### config.mk
export PLATFORM = sky130hd
export DESIGN_NAME = xor5_frame_assembler
export DESIGN_NICKNAME = d
export VERILOG_FILES = /design/src/rtl/xor5_frame_assembler.sv
export SDC_FILE = /design/constraint.sdc
export NUM_CORES = 1
export LEC_CHECK = 0
export ABC_CLOCK_PERIOD_IN_PS = 2800
export CAP_MARGIN = 30
export CELL_PAD_IN_SITES_DETAIL_PLACEMENT = 1
export CELL_PAD_IN_SITES_GLOBAL_PLACEMENT = 2
export CORE_UTILIZATION = 34
export CTS_BUF_LIST = sky130_fd_sc_hd__clkbuf_8
export DETAILED_ROUTE_END_ITERATION = 10
export HOLD_SLACK_MARGIN = 0.06
export PLACE_DENSITY_LB_ADDON = 0.1
export SLEW_MARGIN = 20
export SYNTH_ARGS = -nofsm -noshare
export SYNTH_HDL_FRONTEND = slang
export SYNTH_SLANG_ARGS = --single-unit
### constraint.sdc
create_clock -name clk -period 2.8 [get_ports clk]
set_input_delay 0.56 -clock clk [delete_from_list [all_inputs] [get_ports clk]]
set_output_delay 0.56 -clock clk [all_outputs]
set_load 0.1 [all_outputs]
### src/rtl/xor5_frame_assembler.sv
// -----------------------------------------------------------------------------
// xor5_frame_assembler
//
// Purpose:
//   Collects a serial bit stream into 5-bit frames. Each frame is handed to a
//   downstream 5-input parity stage together with its parity bit. The first
//   bit of a frame lands in out_word[0] and the fifth bit in out_word[4].
//   Collection of the next frame overlaps a frame that is still held on the
//   output. Only the fifth bit of the next frame can stall, and it stalls only
//   while the held frame has not been taken.
//
// Parameters:
//   CNT_W      width of the delivered-frame counter (wraps silently)
//   ODD        0 selects even parity, 1 selects odd parity
//
// Ports:
//   clk        single clock, rising-edge
//   rst        synchronous, active-high reset
//   in_bit     serial data bit
//   in_valid   in_bit is valid
//   in_ready   block accepts in_bit this cycle (depends on state and out_ready)
//   flush      discard the partial frame; a held output frame is unaffected
//   out_word   assembled frame, pi0..pi4 = out_word[0..4]
//   out_parity XOR of out_word[4:0] XOR ODD, registered with out_word
//   out_valid  out_word / out_parity are valid
//   out_ready  downstream accepts the frame
//   frame_cnt  number of frames taken by the downstream stage
// -----------------------------------------------------------------------------
module xor5_frame_assembler #(
    parameter int CNT_W = 8,
    parameter bit ODD   = 1'b0
) (
    input  logic             clk,
    input  logic             rst,
    input  logic             in_bit,
    input  logic             in_valid,
    output logic             in_ready,
    input  logic             flush,
    output logic [4:0]       out_word,
    output logic             out_parity,
    output logic             out_valid,
    input  logic             out_ready,
    output logic [CNT_W-1:0] frame_cnt
);

    // Parity of a 5-bit frame, optionally inverted for odd parity.
    function automatic logic parity5(input logic [4:0] word, input logic odd);
        return (^word) ^ odd;
    endfunction

    // Collection state
    logic [2:0]       r_bit_idx;
    logic [3:0]       r_sr;

    // Output frame registers
    logic [4:0]       r_out_word;
    logic             r_out_parity;
    logic             r_out_valid;
    logic [CNT_W-1:0] r_frame_cnt;

    // Handshake decode
    logic             w_last_bit;
    logic             w_in_ready;
    logic             w_in_acc;
    logic             w_out_acc;
    logic             w_frame_done;
    logic [4:0]       w_next_word;

    // The fifth bit is the only position that has to wait for the output slot.
    assign w_last_bit   = (r_bit_idx == 3'd4);

    // Built from state and out_ready only, so there is no path from in_valid.
    assign w_in_ready   = (!w_last_bit) | (!r_out_valid) | out_ready;

    assign w_in_acc     = in_valid & w_in_ready;
    assign w_out_acc    = r_out_valid & out_ready;

    // A flush in the same cycle discards the bit, so it cannot complete a frame.
    assign w_frame_done = w_in_acc & w_last_bit & (!flush);
    assign w_next_word  = {in_bit, r_sr};

    // Collect index and partial-frame store. A flush rewinds the index without
    // clearing the store. Stale store bits are overwritten before they are used.
    always_ff @(posedge clk) begin
        if (rst) begin
            r_bit_idx <= 3'd0;
            r_sr      <= 4'd0;
        end else if (flush) begin
            r_bit_idx <= 3'd0;
            r_sr      <= r_sr;
        end else if (w_in_acc) begin
            if (w_last_bit) begin
                r_bit_idx <= 3'd0;
                r_sr      <= r_sr;
            end else begin
                r_bit_idx              <= r_bit_idx + 3'd1;
                r_sr[r_bit_idx[1:0]]   <= in_bit;
            end
        end else begin
            r_bit_idx <= r_bit_idx;
            r_sr      <= r_sr;
        end
    end

    // Output frame register. Word and parity load together when a frame
    // completes. A completion in the same cycle as an output accept replaces
    // the old frame with no bubble.
    always_ff @(posedge clk) begin
        if (rst) begin
            r_out_word   <= 5'd0;
            r_out_parity <= ODD;
            r_out_valid  <= 1'b0;
        end else if (w_frame_done) begin
            r_out_word   <= w_next_word;
            r_out_parity <= parity5(w_next_word, ODD);
            r_out_valid  <= 1'b1;
        end else if (w_out_acc) begin
            r_out_word   <= r_out_word;
            r_out_parity <= r_out_parity;
            r_out_valid  <= 1'b0;
        end else begin
            r_out_word   <= r_out_word;
            r_out_parity <= r_out_parity;
            r_out_valid  <= r_out_valid;
        end
    end

    // Delivered-frame counter. It wraps naturally at 2^CNT_W.
    always_ff @(posedge clk) begin
        if (rst) begin
            r_frame_cnt <= '0;
        end else if (w_out_acc) begin
            r_frame_cnt <= r_frame_cnt + CNT_W'(1);
        end else begin
            r_frame_cnt <= r_frame_cnt;
        end
    end

    assign in_ready   = w_in_ready;
    assign out_word   = r_out_word;
    assign out_parity = r_out_parity;
    assign out_valid  = r_out_valid;
    assign frame_cnt  = r_frame_cnt;

endmodule

==> impl_metrics.py <==
metrics = {
    "min_path": {
        "worstHoldPathType": "reg -> reg",
        "hold_depth": 2,
    },
    "critical_path": {
        "crit_path_end_kind": "output port",
        "critical-path-max-stage-delay_ps": 490,
        "cp_data_required_time_ps": 2240,
        "critPathMaxFanout": 3,
        "crit_chain": "clkdlybuf4s50_1 -> and2b_2 -> nand3_1 -> buf_12",
        "cp.arrival_ps": 1640,
        "start_kind": "input port",
        "cpLargestDelayFamily": "buffers and inverters",
        "cpMaxStageDelayCell": "clkdlybuf4s50_1",
        "cp.depth": 4,
        "worst_r2r_path_depth": 6,
        "crit_type": "in -> out",
        "critPathBufInv": 2,
    },
    "pwr": {
        "power.leakage_nw": 0.547,
        "power_w": 0.000575,
        "vdd_drop_max_v": 0.000256,
        "p_per_area_nw_per_um2": 442,
    },
    "drt": {
        "dr.pass1.iters": 6,
        "vias": 766,
        "drcViolationCount": 4,
        "wl_um": 2050,
        "wl_per_cell_um": 13.2,
        "vias_per_cell": 4.91,
        "drtAntennaViolNets": 0,
        "drt_iter0_drc": 31,
    },
    "clock_tree": {
        "clockBufferDepth": 2,
        "cts-buffers-inserted": 3,
        "hold_buffers": 0,
        "ctsResizeCount": 0,
        "numClockSinks": 22,
        "clock_latency_ps": 260,
        "htree_levels": 1,
        "clock-root-buffer": "clkbuf_8",
        "clk_pin_slew_ps": 80,
        "cts_tree": "built",
        "post_cts_buffers": 0,
    },
    "logic_synthesis": {
        "yosysSeqAreaShare_pct": 42.4,
        "netlist_area_um2": 1040,
        "synthDistinctLibCells": 30,
        "synth_top_area_cell": "dfxtp_1",
        "synth.area.top_cells": "dfxtp_1, mux2i_1, nor2_1",
        "syn_inst": 103,
        "syn_avg_cell_area_um2": 10.1,
        "ys_seq_elements": 22,
        "yosysWarnings": 0,
        "synth_top_area_share_pct": 42.4,
        "syn_nets": 114,
    },
    "global_routing": {
        "grt_pass1_wl_um": 3620,
        "overflow": 0,
        "grt_pass1_vias": 771,
        "grt.total_usage_pct": 14.6,
        "grt_max_degree": 23,
        "antenna_found_initial": 0,
    },
    "placement": {
        "gp_congestion": 0.762,
        "dp.cells": 152,
        "port_buffers": 21,
        "hpwl_um": 1490,
    },
    "flow_run": {
        "drv_cap": 0,
    },
    "timing": {
        "hold_violations": 0,
        "maxSlewHeadroom_pct": 42.1,
        "clock_skew_ps": 1.60,
        "rsz0062_at_grt": "no",
        "whs_ps": 502,
        "final-setup-viol-count": 0,
        "fmax_mhz": 454,
        "tightest_slew_ps": 866,
        "slew_violations": 0,
        "period_needed_ps": 2200,
        "fin_tns_setup_ps": 0,
        "post-route-period-util_pct": 78.6,
    },
    "die": {
        "fp-row-count": 19,
        "ios": 22,
        "core_area_um2": 2830,
        "start_util_pct": 36.7,
        "fp.dieArea_um2": 3280,
        "dieHeight_um": 57.3,
        "die_w_um": 57.3,
    },
    "layout": {
        "mostFrequentLayoutCells": "dfxtp_1, nor2_1, buf_4",
        "layout_commonest_cell": "dfxtp_1",
        "fin_nets": 137,
        "area_growth_pct": 25.3,
        "n_antenna_cell": 0,
        "instances_no_fill": 156,
        "fill_cells": 345,
        "drive_above_1_share_pct": 21.6,
    },
    "run_status": {
        "status": "finished, violations left",
        "violations": "design-rule violations",
    },
}
[report_power, final]
group | leakage [nW] | total (W) | switching (W) | internal, W
combinational | 0.341 | 0.0000335 | 0.0000177 | 0.0000158
clock | 0.0288 | 0.000225 | 0.000100 | 0.000125
sequential | 0.177 | 0.000316 | 0.00000194 | 0.000314
total | 0.547 | 0.000575 | 0.000120 | 0.000455
[area by class of cell]
| cell class | instances | area [um^2] | area share [%] |
|---|---|---|---|
| clock buffer | 4 | 55.1 | 4.23 |
| timing repair buffer | 21 | 183 | 14.0 |
| inverter | 2 | 7.51 | 0.577 |
| sequential | 22 | 440 | 33.8 |
| tap | 31 | 38.8 | 2.98 |
| multi-input combinational | 76 | 577 | 44.3 |
[routing by layer]
layer / up-vias / wire length (um) / GRT usage, %
li1: 394 / - / -
met3: 2 / 112 / 4.99
met1: 353 / 1030 / 19.2
met4: 0 / 17 / 4.18
met2: 17 / 890 / 22.9
met5: - / 0 / 0
[metrics by stage]
step                instance area (um^2)  worst slack [ps]  utilization [%]
floorplan                           1040               176                -
global placement                    1250               613             44.1
detailed placement                  1250               610             44.1
CTS                                 1300               597             46.0
global route                        1300               569             46.0
finish                              1300               599             46.0
[sequential cells by signal (all words and copies together), names as in the netlist]
| name | count |
|---|---|
| frame_cnt | 8 |
| out_word | 5 |
| r_sr | 4 |
| r_bit_idx | 3 |
| out_parity | 1 |
| out_valid | 1 |
[cells by family (layout without fill, tap and decap cells)]
| kind of cell | after synthesis | count (layout) | share of synthesized area [%] |
|---|---|---|---|
| simple gates | 43 | 43 | 23.4 |
| flops | 22 | 22 | 42.4 |
| mux | 11 | 11 | 10.6 |
| xor+xnor | 10 | 10 | 9.76 |
| compound gates | 7 | 7 | 5.78 |
| fa+ha+maj | 5 | 5 | 6.02 |
| buf+inv | 5 | 27 | 2.05 |
[cell usage after synthesis]
library cell  count
dfxtp_1          22
nand3b_1          1
xor2_1            7
a211oi_1          1
and3_1            3
and2_1            1
nor2_1           18
buf_2             2
nand2_1           4
nand4b_4          1
nand2_2           1
nand2b_1          1
nand4_1           4
nor2_8            1
xnor3_1           1
nor3_1            1
ha_1              5
and2b_2           1
and2b_1           1
xnor2_1           2
nand3_1           5
a211oi_2          1
a21oi_1           1
inv_1             2
o21ai_4           1
o21ai_0           1
a21oi_2           1
o21ai_1           1
clkbuf_1          1
mux2i_1          11
[worst paths after layout]
check	from	slack (ps)	end
min	out_word[1]	500	out_word[1]
max	out_ready	600	in_ready
min reg2reg	out_word[1]	500	out_word[1]
max reg2reg	r_bit_idx[0]	1240	r_sr[0]
[worst register-to-register path: cells and delay by family (launching register included)]
kind / cells / cell delay [ps]
and+or+nand+nor: 3 / 430
DFF: 1 / 400
adders and majority gates: 1 / 300
muxes: 1 / 180
buffers and inverters: 1 / 100
Note: power is estimated with default switching activity, not from simulation.
